`config.mk`:
```
export PLATFORM = sky130hd
export DESIGN_NAME = alu_op_sink_flat
export DESIGN_NICKNAME = d
export VERILOG_FILES = /design/src/rtl/alu_op_sink_if.sv /design/src/rtl/alu_op_sink.sv /design/src/flat_wrapper.sv
export SDC_FILE = /design/constraint.sdc
export NUM_CORES = 1
export LEC_CHECK = 0
export BUFFER_PORTS_ARGS = -buffer_cell sky130_fd_sc_hd__buf_2
export CORE_MARGIN = 3
export CORE_UTILIZATION = 40
export CTS_BUF_LIST = sky130_fd_sc_hd__clkbuf_4 sky130_fd_sc_hd__clkbuf_8
export DETAILED_ROUTE_END_ITERATION = 10
export PLACE_DENSITY = 0.69
export REMOVE_ABC_BUFFERS = 1
export SLEW_MARGIN = 20
export SYNTH_ARGS = -nofsm -noshare
export SYNTH_HDL_FRONTEND = slang
export SYNTH_SLANG_ARGS = --single-unit
export TNS_END_PERCENT = 5
```
`constraint.sdc`:
```
create_clock -name clk1 -period 3.3 [get_ports clk1]
set_clock_uncertainty 0.15 [all_clocks]
set_input_delay 0.165 -clock clk1 [delete_from_list [all_inputs] [get_ports clk1]]
set_output_delay 0.165 -clock clk1 [all_outputs]
set_load 0.02 [all_outputs]
```
`src/rtl/alu_op_sink_if.sv`:
```
// Handshake and status bundle between the result-collection stage and its
// operand source / result consumer.
interface alu_op_sink_if #(
  parameter int N     = 10,
  parameter int ACC_W = 16
);
  logic             issue;
  logic             issue_ready;
  logic [N-1:0]     F;
  logic [N-1:0]     out_data;
  logic             out_valid;
  logic             out_ready;
  logic             acc_clr;
  logic [ACC_W-1:0] acc_sum;
  logic [7:0]       res_cnt;
  logic             ovf;

  modport master (
    output issue, F, out_ready, acc_clr,
    input  issue_ready, out_data, out_valid, acc_sum, res_cnt, ovf
  );

  modport slave (
    input  issue, F, out_ready, acc_clr,
    output issue_ready, out_data, out_valid, acc_sum, res_cnt, ovf
  );
endinterface

```
`src/rtl/alu_op_sink.sv`:
```
// Collects results of the unreset 3-stage arithmetic pipeline: latency-matched
// valid tracking, result FIFO with credit, saturating running sum and count.
module alu_op_sink #(
  parameter int N     = 10,
  parameter int LAT   = 3,
  parameter int DEPTH = 4,
  parameter int ACC_W = 16
) (
  input  logic        clk1,
  input  logic        rst_n,
  alu_op_sink_if.slave bus
);
  localparam int PW = $clog2(DEPTH);
  localparam int CW = PW + 1;
  localparam int SW = $clog2(DEPTH + LAT + 1);
  localparam logic [CW-1:0] DEPTH_C  = CW'(DEPTH);
  localparam logic [SW-1:0] DEPTH_SC = SW'(DEPTH);

  logic [LAT-1:0]   v;
  logic [N-1:0]     mem [DEPTH];
  logic [PW-1:0]    wr_ptr;
  logic [PW-1:0]    rd_ptr;
  logic [CW-1:0]    count;
  logic [ACC_W-1:0] acc_sum;
  logic [7:0]       res_cnt;
  logic             ovf;

  logic             capture;
  logic             pop;
  logic             push;
  logic             drop;
  logic [SW-1:0]    occupancy;
  logic [ACC_W-1:0] acc_base;
  logic [ACC_W:0]   sum_ext;
  logic [ACC_W-1:0] sum_sat;

  assign capture = v[LAT-1];
  assign pop     = (count != '0) && bus.out_ready;
  assign push    = capture && ((count < DEPTH_C) || pop);
  assign drop    = capture && !push;

  // Slots already promised to in-flight operations count as occupied.
  always_comb begin
    occupancy = SW'(count);
    for (int i = 0; i < LAT; i++) begin
      occupancy = occupancy + SW'(v[i]);
    end
  end

  always_comb begin
    acc_base = bus.acc_clr ? '0 : acc_sum;
    sum_ext  = {1'b0, acc_base} + {{(ACC_W + 1 - N){1'b0}}, bus.F};
    sum_sat  = sum_ext[ACC_W] ? '1 : sum_ext[ACC_W-1:0];
  end

  always_ff @(posedge clk1 or negedge rst_n) begin
    if (!rst_n) begin
      v <= '0;
    end else begin
      v[0] <= bus.issue;
      for (int i = 1; i < LAT; i++) begin
        v[i] <= v[i-1];
      end
    end
  end

  always_ff @(posedge clk1 or negedge rst_n) begin
    if (!rst_n) begin
      for (int i = 0; i < DEPTH; i++) begin
        mem[i] <= '0;
      end
      wr_ptr <= '0;
      rd_ptr <= '0;
      count  <= '0;
    end else begin
      if (push) begin
        mem[wr_ptr] <= bus.F;
        wr_ptr      <= wr_ptr + 1'b1;
      end
      if (pop) begin
        rd_ptr <= rd_ptr + 1'b1;
      end
      case ({push, pop})
        2'b10:   count <= count + 1'b1;
        2'b01:   count <= count - 1'b1;
        default: count <= count;
      endcase
    end
  end

  // Clear takes effect before a same-edge capture is added in.
  always_ff @(posedge clk1 or negedge rst_n) begin
    if (!rst_n) begin
      acc_sum <= '0;
      res_cnt <= '0;
      ovf     <= 1'b0;
    end else begin
      if (capture) begin
        acc_sum <= sum_sat;
        res_cnt <= (bus.acc_clr ? 8'd0 : res_cnt) + 8'd1;
      end else if (bus.acc_clr) begin
        acc_sum <= '0;
        res_cnt <= '0;
      end
      if (drop) begin
        ovf <= 1'b1;
      end
    end
  end

  assign bus.out_data    = mem[rd_ptr];
  assign bus.out_valid   = (count != '0);
  assign bus.issue_ready = (occupancy < DEPTH_SC);
  assign bus.acc_sum     = acc_sum;
  assign bus.res_cnt     = res_cnt;
  assign bus.ovf         = ovf;
endmodule

```
`src/flat_wrapper.sv`:
```
// flat-port wrapper written by rule: the top's interface ports become plain ports
module alu_op_sink_flat 
#(
  parameter int N     = 10,
  parameter int LAT   = 3,
  parameter int DEPTH = 4,
  parameter int ACC_W = 16
)
  (clk1, rst_n, bus_issue, bus_F, bus_out_ready, bus_acc_clr, bus_issue_ready, bus_out_data, bus_out_valid, bus_acc_sum, bus_res_cnt, bus_ovf);
  alu_op_sink_if #(.N(N), .ACC_W(ACC_W)) bus_i ();
  input  logic clk1;
  input  logic rst_n;
  input wire logic [$bits(bus_i.issue)-1:0] bus_issue;
  input wire logic [$bits(bus_i.F)-1:0] bus_F;
  input wire logic [$bits(bus_i.out_ready)-1:0] bus_out_ready;
  input wire logic [$bits(bus_i.acc_clr)-1:0] bus_acc_clr;
  output wire logic [$bits(bus_i.issue_ready)-1:0] bus_issue_ready;
  output wire logic [$bits(bus_i.out_data)-1:0] bus_out_data;
  output wire logic [$bits(bus_i.out_valid)-1:0] bus_out_valid;
  output wire logic [$bits(bus_i.acc_sum)-1:0] bus_acc_sum;
  output wire logic [$bits(bus_i.res_cnt)-1:0] bus_res_cnt;
  output wire logic [$bits(bus_i.ovf)-1:0] bus_ovf;
  assign bus_i.issue = bus_issue;
  assign bus_i.F = bus_F;
  assign bus_i.out_ready = bus_out_ready;
  assign bus_i.acc_clr = bus_acc_clr;
  assign bus_issue_ready = bus_i.issue_ready;
  assign bus_out_data = bus_i.out_data;
  assign bus_out_valid = bus_i.out_valid;
  assign bus_acc_sum = bus_i.acc_sum;
  assign bus_res_cnt = bus_i.res_cnt;
  assign bus_ovf = bus_i.ovf;
  alu_op_sink #(.N(N), .LAT(LAT), .DEPTH(DEPTH), .ACC_W(ACC_W)) u_core (.clk1(clk1), .rst_n(rst_n), .bus(bus_i));
endmodule
```
Word level (Yosys, flattened, before mapping)
Index checks and enable logic that the tools add are counted.
{"block": "totals", "in_bits": 15, "elab_cells": 49, "output_inout_bits": 37, "reg_bits": 75}
{"block": "classes", "addsub": 9, "n_bitwise": 2, "n_mux": 12, "order_cmp": 5, "eq_ne": 2, "reduce_logical": 8}
{"operator": "two-way mux 16 bit", "count": 3}
{"operator": "bitwise mux 40 bit", "count": 1}
{"operator": "two-way mux 10 bit", "count": 3}
{"operator": "binary-select mux 10 bit (select 2 bit)", "count": 1}
{"operator": "demux 10 bit (select 2 bit)", "count": 1}
{"operator": "adder 16 x 10 -> 17 bit", "count": 1}
{"operator": "two-way mux 8 bit", "count": 2}
{"operator": "adder 3 x 1 -> 3 bit", "count": 3}
{"operator": "adder 8 x 1 -> 8 bit, second input constant", "count": 1}
{"operator": "greater-or-equal comparator 3 bit, second input constant", "count": 2}
{"operator": "< comparator 3 bit, second input constant", "count": 2}
{"operator": "NOT 2 -> 3 bit", "count": 2}
{"operator": "case mux 3 bit (2 select lines)", "count": 1}
{"operator": "adder 2 x 1 -> 2 bit, second input constant", "count": 2}
{"operator": "logical AND 1 bit", "count": 4}
{"operator": "adder 3 x 1 -> 3 bit, second input constant", "count": 1}
{"operator": "< comparator 3 x 1 -> 1 bit, second input constant", "count": 1}
{"operator": "nonzero test 3 bit", "count": 1}
{"operator": "subtractor 3 x 1 -> 3 bit, second input constant", "count": 1}
{"operator": "== test 2 x 1 -> 1 bit, second input constant", "count": 1}
{"operator": "== test 2 bit, second input constant", "count": 1}
{"operator": "nonzero test 2 bit", "count": 1}
{"operator": "zero test 1 bit", "count": 1}
{"operator": "logical OR 1 bit", "count": 1}

Longest topological paths before layout
Gate-level depths: netlist of the first run.
{"block": "depth", "depth_word": 6, "ltp_mapped": 11, "ltp_nobuf": 9}

Least setup slack after synthesis of the first run
Ideal clock, no wire load.
{"block": "synth_timing", "path_kind": "in2reg", "startpoint": "in bus_acc_clr", "endpoint": "reg u_core.acc_sum[8], in the netlist u_core.bus.acc_sum[8]", "n_path_buf": 2, "arrival_ns": 2.349, "cell_stages": 11, "setup_ns": 0.121, "required_time_ns": 3.029, "setup_slack_ns": 0.680, "path_cell_list": "clkbuf_2 -> clkbuf_1 -> nor2b_1 -> ha_1 -> fa_1 -> a21oi_1 -> o21ai_2 -> a2111oi_2 -> nor3_1 -> xor2_1 -> o22a_1"}
{"block": "synth_between", "elab_chain_len": 4}
{"item": "start, declared", "line_no": "flat_wrapper.sv:16", "rtl": "input wire logic [$bits(bus_i.acc_clr)-1:0] bus_acc_clr;"}
{"item": "two-way mux 16 bit (*)", "line_no": "alu_op_sink.sv:51", "rtl": "acc_base = bus.acc_clr ? '0 : acc_sum;"}
{"item": "adder 16 x 10 -> 17 bit", "line_no": "alu_op_sink.sv:52", "rtl": "sum_ext = {1'b0, acc_base} + {{(ACC_W + 1 - N){1'b0}}, bus.F};"}
{"item": "two-way mux 16 bit", "line_no": "alu_op_sink.sv:53", "rtl": "sum_sat = sum_ext[ACC_W] ? '1 : sum_ext[ACC_W-1:0];"}
{"item": "two-way mux 16 bit (*)", "line_no": "alu_op_sink.sv:98", "rtl": "if (capture) begin"}
{"item": "end signal, assigned", "line_no": "alu_op_sink.sv:99", "rtl": "acc_sum <= sum_sat;"}
{"item": "end, declared", "line_no": "alu_op_sink.sv:24", "rtl": "logic [ACC_W-1:0] acc_sum;"}
Every way passes the cells marked *; elsewhere a longest branch is shown, timed or not.
A chain may end at the register's enable or synchronous reset.

Worst setup path after layout of the first run
{"block": "layout_timing", "startpoint": "reg u_core.acc_sum[0], in the netlist u_core.bus.acc_sum[0]", "endpoint": "reg u_core.acc_sum[11], in the netlist u_core.bus.acc_sum[11]"}
{"block": "layout_between", "elab_chain_len": 4}
{"item": "two-way mux 16 bit", "line_no": "alu_op_sink.sv:51"}
{"item": "adder 16 x 10 -> 17 bit", "line_no": "alu_op_sink.sv:52"}
{"item": "two-way mux 16 bit", "line_no": "alu_op_sink.sv:53"}
{"item": "two-way mux 16 bit", "line_no": "alu_op_sink.sv:98"}
No other way between the ends.

==> results of run 1 <==
[cells by family (layout without fill, tap and decap cells)]
kind of cell / after synthesis / count (layout)
AOI/OAI and AO/OA: 40 / 40
xor gates and xnor gates: 23 / 23
adders and majority gates: 20 / 20
buffers and inverters: 20 / 95
DFF: 75 / 75
muxes: 54 / 54
and+or+nand+nor: 86 / 86
[cell usage in the layout, fill, tap and decap left out, types with 4 or more instances in the layout]
master | Yosys | routed
dlygate4sd3_1 | 0 | 13
buf_2 | 3 | 51
nor2_1 | 15 | 15
xnor2_1 | 10 | 10
o22a_1 | 8 | 8
a21oi_1 | 11 | 11
o21ai_0 | 9 | 9
nor2b_1 | 14 | 14
mux2_2 | 41 | 41
dfrtp_1 | 75 | 75
nand4_1 | 4 | 4
clkbuf_8 | 0 | 9
nand3_1 | 8 | 8
nand2_1 | 21 | 21
nor3_1 | 4 | 4
ha_1 | 17 | 17
mux4_2 | 10 | 10
inv_1 | 11 | 11
xor2_1 | 13 | 13
nand2_2 | 4 | 4
[final cells by class]
type | instances | area [um2] | area share
timing repair buffer | 67 | 407.9 | 0.08794
multi-input combinational | 223 | 1939 | 0.4181
clock inverter | 7 | 83.83 | 0.01807
sequential | 75 | 1877 | 0.4046
inverter | 12 | 45.04 | 0.009711
clock buffer | 9 | 123.9 | 0.02671
tap | 129 | 161.4 | 0.03480
[flip-flops by register name, summed over array words and instances, names as in the netlist]
name and flops:
u_core.bus.acc_sum 16, u_core.wr_ptr 2, u_core.v 3, u_core.rd_ptr 2, u_core.bus.ovf 1, u_core.bus.res_cnt 8, u_core.count 3, u_core.mem 40
[report_power, final]
part           switching (W)  internal (W)  leakage, nW
clock network       0.000369      0.000362        0.102
registers           0.000250       0.00125        0.912
logic               0.000703      0.000745         1.12
total                0.00132       0.00235         2.14
[timing repair]
action	4_1_cts	5_1_grt
hold buffers	13	0
buffers inserted	0	0
resized for setup	0	0
hold endpoints to repair	114	0
[through the flow]
stage                     hold slack (ps)  instance area, um2
after floorplan                    -280.6                3861
after global routing                122.2                4638
after detailed placement            124.7                4300
after CTS                           112.3                4638
final                               123.9                4638
after global placement              123.7                4300
[worst max path at each step]
stage | end | start | slack [ps] | cells past startpoint
2_1_floorplan | u_core.bus.acc_sum[8] | u_core.bus.acc_sum[0] | 780 | 9
6_report | u_core.bus.acc_sum[11] | u_core.bus.acc_sum[0] | 680 | 9
5_1_grt | u_core.bus.acc_sum[11] | u_core.bus.acc_sum[0] | 520 | 9
3_5_place_dp | u_core.bus.acc_sum[11] | u_core.bus.acc_sum[0] | 680 | 9
4_1_cts | u_core.bus.acc_sum[11] | u_core.bus.acc_sum[0] | 680 | 9
3_3_place_gp | u_core.bus.acc_sum[11] | u_core.bus.acc_sum[0] | 770 | 9
[layer usage]
metal | track usage | share of wire
met5 | 0 | 0
met4 | 0.03936 | 0.010
met3 | 0.05003 | 0.044
met2 | 0.2661 | 0.49
met1 | 0.2035 | 0.46
[tightest hold or removal path: cells and delay by family]
| kind | cells | cell delay (ps) |
|---|---|---|
| AO/OA/AOI/OAI | 1 | 190 |
| AND/OR/NAND/NOR | 1 | 80 |
| buffers and inverters | 1 | 150 |
==> metrics, run 1 <==
RSZ-0062 raised after global routing no; hold endpoint u_core.bus.acc_sum[0]; TritonRoute pass-1 iters 6; die footprint 10960 um2; crit path capture type flop; worst endpoint required time 3390 ps; WL final 8138 um; die width 104.7 um; final setup vio count 0; EDFF count, synth 0; XOR/XNOR share of the synthesized area 0.05170; area grow syn2layout 19.04%; max-slew violation count 0; final core utilization 0.4949; Die H 104.7 um; area of the core 9371 um2; Synth async-reset ratio 1.000; leak pwr 2.135 nW; hold path depth 3; diode count 0; Final GP Congestion 0.8142; GRT Overall Usage 0.1597; most instantiated library cell after synthesis dfrtp_1; Clock Tree Buf Depth 2; Mapped Cells 318; Inst Count DP around 490; Compound-Gate Fraction of Synth Area 0.07258; mux cell area share after synthesis 0.1840; adder-cell area share of the yosys netlist 0.07001; initial antenna violation count 0; worst stage delay on the critical path 420 ps; hold_sp bus_acc_clr; R2R setup slack 680 ps; number of global-route vias before repair 2840; clock root buffer clkbuf_8; Ys Warns 0; Syn Area/Cell 12.25 um2; Power Density 792.5 nW/um2; final hold viol count 0; worst min-delay path class primary input to flop; clk_lat worst skew 350 ps; CP Class flop to flop; mapped cell area 3896 um2; Wirelength per Cell roughly 16 um; largest cells by area after synthesis dfrtp_1 48%, mux2_2 12%, mux4_2 5.8%; main combinational cell family by area after synthesis multiplexers; Remaining DRCs 0; Seq/Total Area, Yosys 0.4817; Num CTS Buffers 9; r2r startpoint u_core.bus.acc_sum[0]; type of origin of the critical path flop; r2r worst-path depth 9; Peak VDD IR approximately 460 uV; # fillers 870; antenna-violating nets left 0; HPWL Detailed 5686 um; 1st-iter DRT viols ~140; Initial Util 0.4158; Simple-Gate Fraction of Synth Area 0.1195; grt ovf 0; final net count ~420; critical path peak fanout 7; post-synth top area cell dfrtp_1; cell chain of the critical path nor2b_1, ha_1, fa_1, a21oi_1, o21ai_2, a211oi_2, nand4b_4, and3_1, nand2_1; top cell type's share of synthesized area 0.4817; detailed-route via count 2656; Final Critical Period 2617 ps; share of cells above drive strength 1 0.3486; CTS Sinks 75; max-cap violation count 0; H-tree depth 3; # rows 35; CP max-delay cell fa_1; pin count of the biggest net entering global routing 76; first-pass GRT wire length 13890 um; Arrival @ worst endpoint between 2000 and 3000 ps; setup TNS 0 ps; total power 0.003676 W; worst setup margin just under 700 ps; commonest cells in the netlist 75 x dfrtp_1, 41 x mux2_2, 21 x nand2_1; Seq cells post-synth 75; Worst-Margin Slew around 940 ps; max frequency 0.3821 GHz; Period Utilization, post-route 0.7930; clk slew on worst S/H paths around 80 ps; status finished, final reports clean; detail-routed via count per cell 5.088; Worst path top cell family by delay compound AO/OA/AOI/OAI gates; TritonCTS clock tree done; synth unique cells 43; CP bufs+invs 0; num ports 52; Final Non-Filler Cells 522; number of port buffers 51; Max-slew headroom 0.3701; top_reg_cell synth dfrtp_1; pre-CTS setup slack 683.4 ps; r2r endpoint u_core.bus.acc_sum[11]
(Power assumes the default switching activity.)
==> inputs of run 2 (changes only) <==
- ABC_AREA: unset -> 1
- PLACE_DENSITY: 0.69 -> 0.71
- clock period: 3.3 -> 2.3 ns (I/O delays scaled with it)
==> run 2 against run 1 <==
  * Worst hold slack worse by 75 ps
  * Flip-flop and latch count stayed put
  * Clock power up 32%
  * Register-to-register slack worse by 570 ps
  * Core utilization down 0.77 points
  * Largest power group is now combinational logic
==> metrics, run 2 <==
1st-iter DRT viols 238; crit path capture type primary output; initial antenna violation count 0; pin count of the biggest net entering global routing 41; max reg flops 40; r2r startpoint u_core.count[0]; P_int around 0.0030 W; worst stage delay on the critical path 370 ps; switch share 0.4247; number of global-route vias before repair roughly 3500; Peak VDD IR ~500 uV; detailed-route via count 3669; type of origin of the critical path flop; share of cells above drive strength 1 0.1808; Synth async-reset ratio 1.000; Arrival @ worst endpoint 2000 ps; Worst path top cell family by delay adder cells; RSZ-0062 raised after global routing yes; CP max-delay cell dfrtp_1; CTS Sinks 75; top cell type's share of synthesized area 0.4403; post-synth top area cell dfrtp_1; diode count 0; Clock power frac 0.184; P_sw between 0.002 and 0.0025 W; synth unique cells 35; TritonCTS clock tree done; status finished, final reports clean; mapped cell area between 4000 and 5000 um2; Power Density 1043 nW/um2; most instantiated library cell after synthesis nand2_1; GRT Overall Usage 0.1794; pre-CTS setup slack 49.32 ps; top_reg_cell synth dfrtp_1; EDFF count, synth 0; # rows 37; area of the core 10320 um2; Syn Area/Cell 7.765 um2; hold_sp bus_acc_clr; setup TNS 0 ps; commonest cells after routing, fill and taps aside 133 x nand2_1, 78 x nor2_1, 75 x dfrtp_1; max-slew violation count 0; Final Critical Period 2268 ps; Max-slew headroom 0.5814; detail-routed via count per cell between 4 and 5; Seq cells post-synth 75; hold endpoint u_core.bus.acc_sum[4]; clk_lat worst skew 360 ps; CP bufs+invs 3; commonest non-fill, non-tap cell in the layout nand2_1; WL final 9945 um; first-pass GRT wire length ~17000 um; Final GP Congestion 0.9044; worst endpoint required time a little over 2000 ps; final net count 655; R2R setup slack about 110 ps; TritonRoute pass-1 iters 4; Inst Count DP around 730; most flop-heavy register u_core.mem; max frequency 0.4408 GHz; final core utilization 0.4872; final setup vio count 0; largest registers u_core.mem x40, u_core.bus.acc_sum x16, u_core.bus.res_cnt x8; CP Class flop to primary output; Ys Warns 0; number of port buffers 51; Remaining DRCs 0; die footprint 11930 um2; clock root buffer clkbuf_8; hold_ws 49.40 ps; worst setup margin 31.59 ps; Num CTS Buffers 9; HPWL Detailed 7082 um; H-tree depth 3; Comb pwr share 0.435; commonest cells in the netlist 133 x nand2_1, 78 x nor2_1, 75 x dfrtp_1; num ports 52; Mapped Cells 549; cell chain of the critical path inv_2, fa_2, inv_1, ha_1, a31o_2, xor2_2, buf_6; leak pwr around 2.6 nW; Seq/Total Area, Yosys 0.4403; max-cap violation count 0; Worst-Margin Slew ~630 ps; r2r endpoint u_core.count[2]; grt ovf 0; Final Non-Filler Cells 761; Clock Tree Buf Depth 2; Sequential Power Share 0.381; critical path peak fanout 2; area grow syn2layout 17.99%; largest cells by area after synthesis dfrtp_1 44%, nand2_1 12%, nor2_1 6.9%; Wirelength per Cell 13.07 um; antenna-violating nets left 0; hold path depth 4; Die H 109.2 um; clk slew on worst S/H paths 90 ps; final hold viol count 0; die width 109.2 um; Period Utilization, post-route 0.9863; Initial Util 0.4129; r2r worst-path depth 12; worst min-delay path class primary input to flop
[run 2: cell count changes after synthesis, moves of 8 or more]
cell,before,now
mux4_2,10,0
o21ai_1,0,36
nand2_1,21,133
o22ai_1,0,10
o21ai_0,9,28
inv_1,11,71
nor2_1,15,78
o22a_1,8,0
nor2b_1,14,0
mux2_2,41,0
nand3_1,8,22
[run 2: metrics by stage]
stage / area [um2] / total power, W
after floorplan: 4138 / 0.003470
after global placement: 4646 / 0.004095
after detailed placement: 4646 / 0.004170
after CTS: 4986 / 0.005219
after global routing: 5030 / 0.005709
final: 5030 / 0.005247
[run 2: area by class of cell]
type | count | area [um2]
clock buffers | 9 | 123.9
clock inverters | 7 | 58.81
fillers | 1004 | 5294
inverters | 73 | 279.0
multi-input cells | 382 | 2002
flip-flops and latches | 75 | 1877
well taps | 136 | 170.2
repair buffers | 79 | 519.2
[run 2: cells by family after synthesis]
logic type      synth area share
fa+ha+maj                0.06399
simple gates              0.2659
buf+inv                  0.09481
xor+xnor                 0.03082
compound gates            0.1042
flops                     0.4403
[run 2: timing repair]
action,CTS,global route
hold buffers,13,0
setup endpoints to repair,1,9
setup buffers,3,3
endpoints found under the hold margin,119,0
pin swaps,0,2
resized for setup,3,8
[run 2: worst max path at each step]
stage | startpoint | end | slack (ps) | cells after the start
floorplan | u_core.v[2] | bus_issue_ready | -210 | 6
global placement | u_core.count[0] | u_core.count[2] | 170 | 11
detailed placement | u_core.count[0] | u_core.count[2] | 50 | 11
CTS | u_core.count[0] | bus_issue_ready | 2 | 7
global route | u_core.count[0] | bus_issue_ready | -40 | 7
finish | u_core.count[0] | bus_issue_ready | 30 | 7
[run 2: worst reg2reg max path: cells and delay by family, from the launching register on]
family                     cells  cell delay, ps
and+or+nand+nor                4             340
buffers and inverters          3             250
adders and majority gates      2             510
AOI/OAI and AO/OA              2             230
xor gates and xnor gates       1             180
DFF                            1             400
[run 2: layer usage]
layer / part of all wire / wire [um] / GRT usage / up-vias
li1: - / - / - / 1879
met5: 0 / 0 / 0 / -
met1: 0.46 / 4621 / 0.2405 / 1707
met3: 0.051 / 507 / 0.04085 / 7
met4: 0.0046 / 46 / 0.03473 / 0
met2: 0.48 / 4768 / 0.2996 / 76
[run 2: power by group through the flow]
stage | Clock, W | Combinational, W | Sequential, W
5_1_grt | 0.00106 | 0.00259 | 0.00205
3_5_place_dp | 0 | 0.00215 | 0.00202
4_1_cts | 0.00100 | 0.00222 | 0.00199
6_report | 0.000968 | 0.00228 | 0.00200
3_3_place_gp | 0 | 0.00210 | 0.00200
2_1_floorplan | 0 | 0.00144 | 0.00203
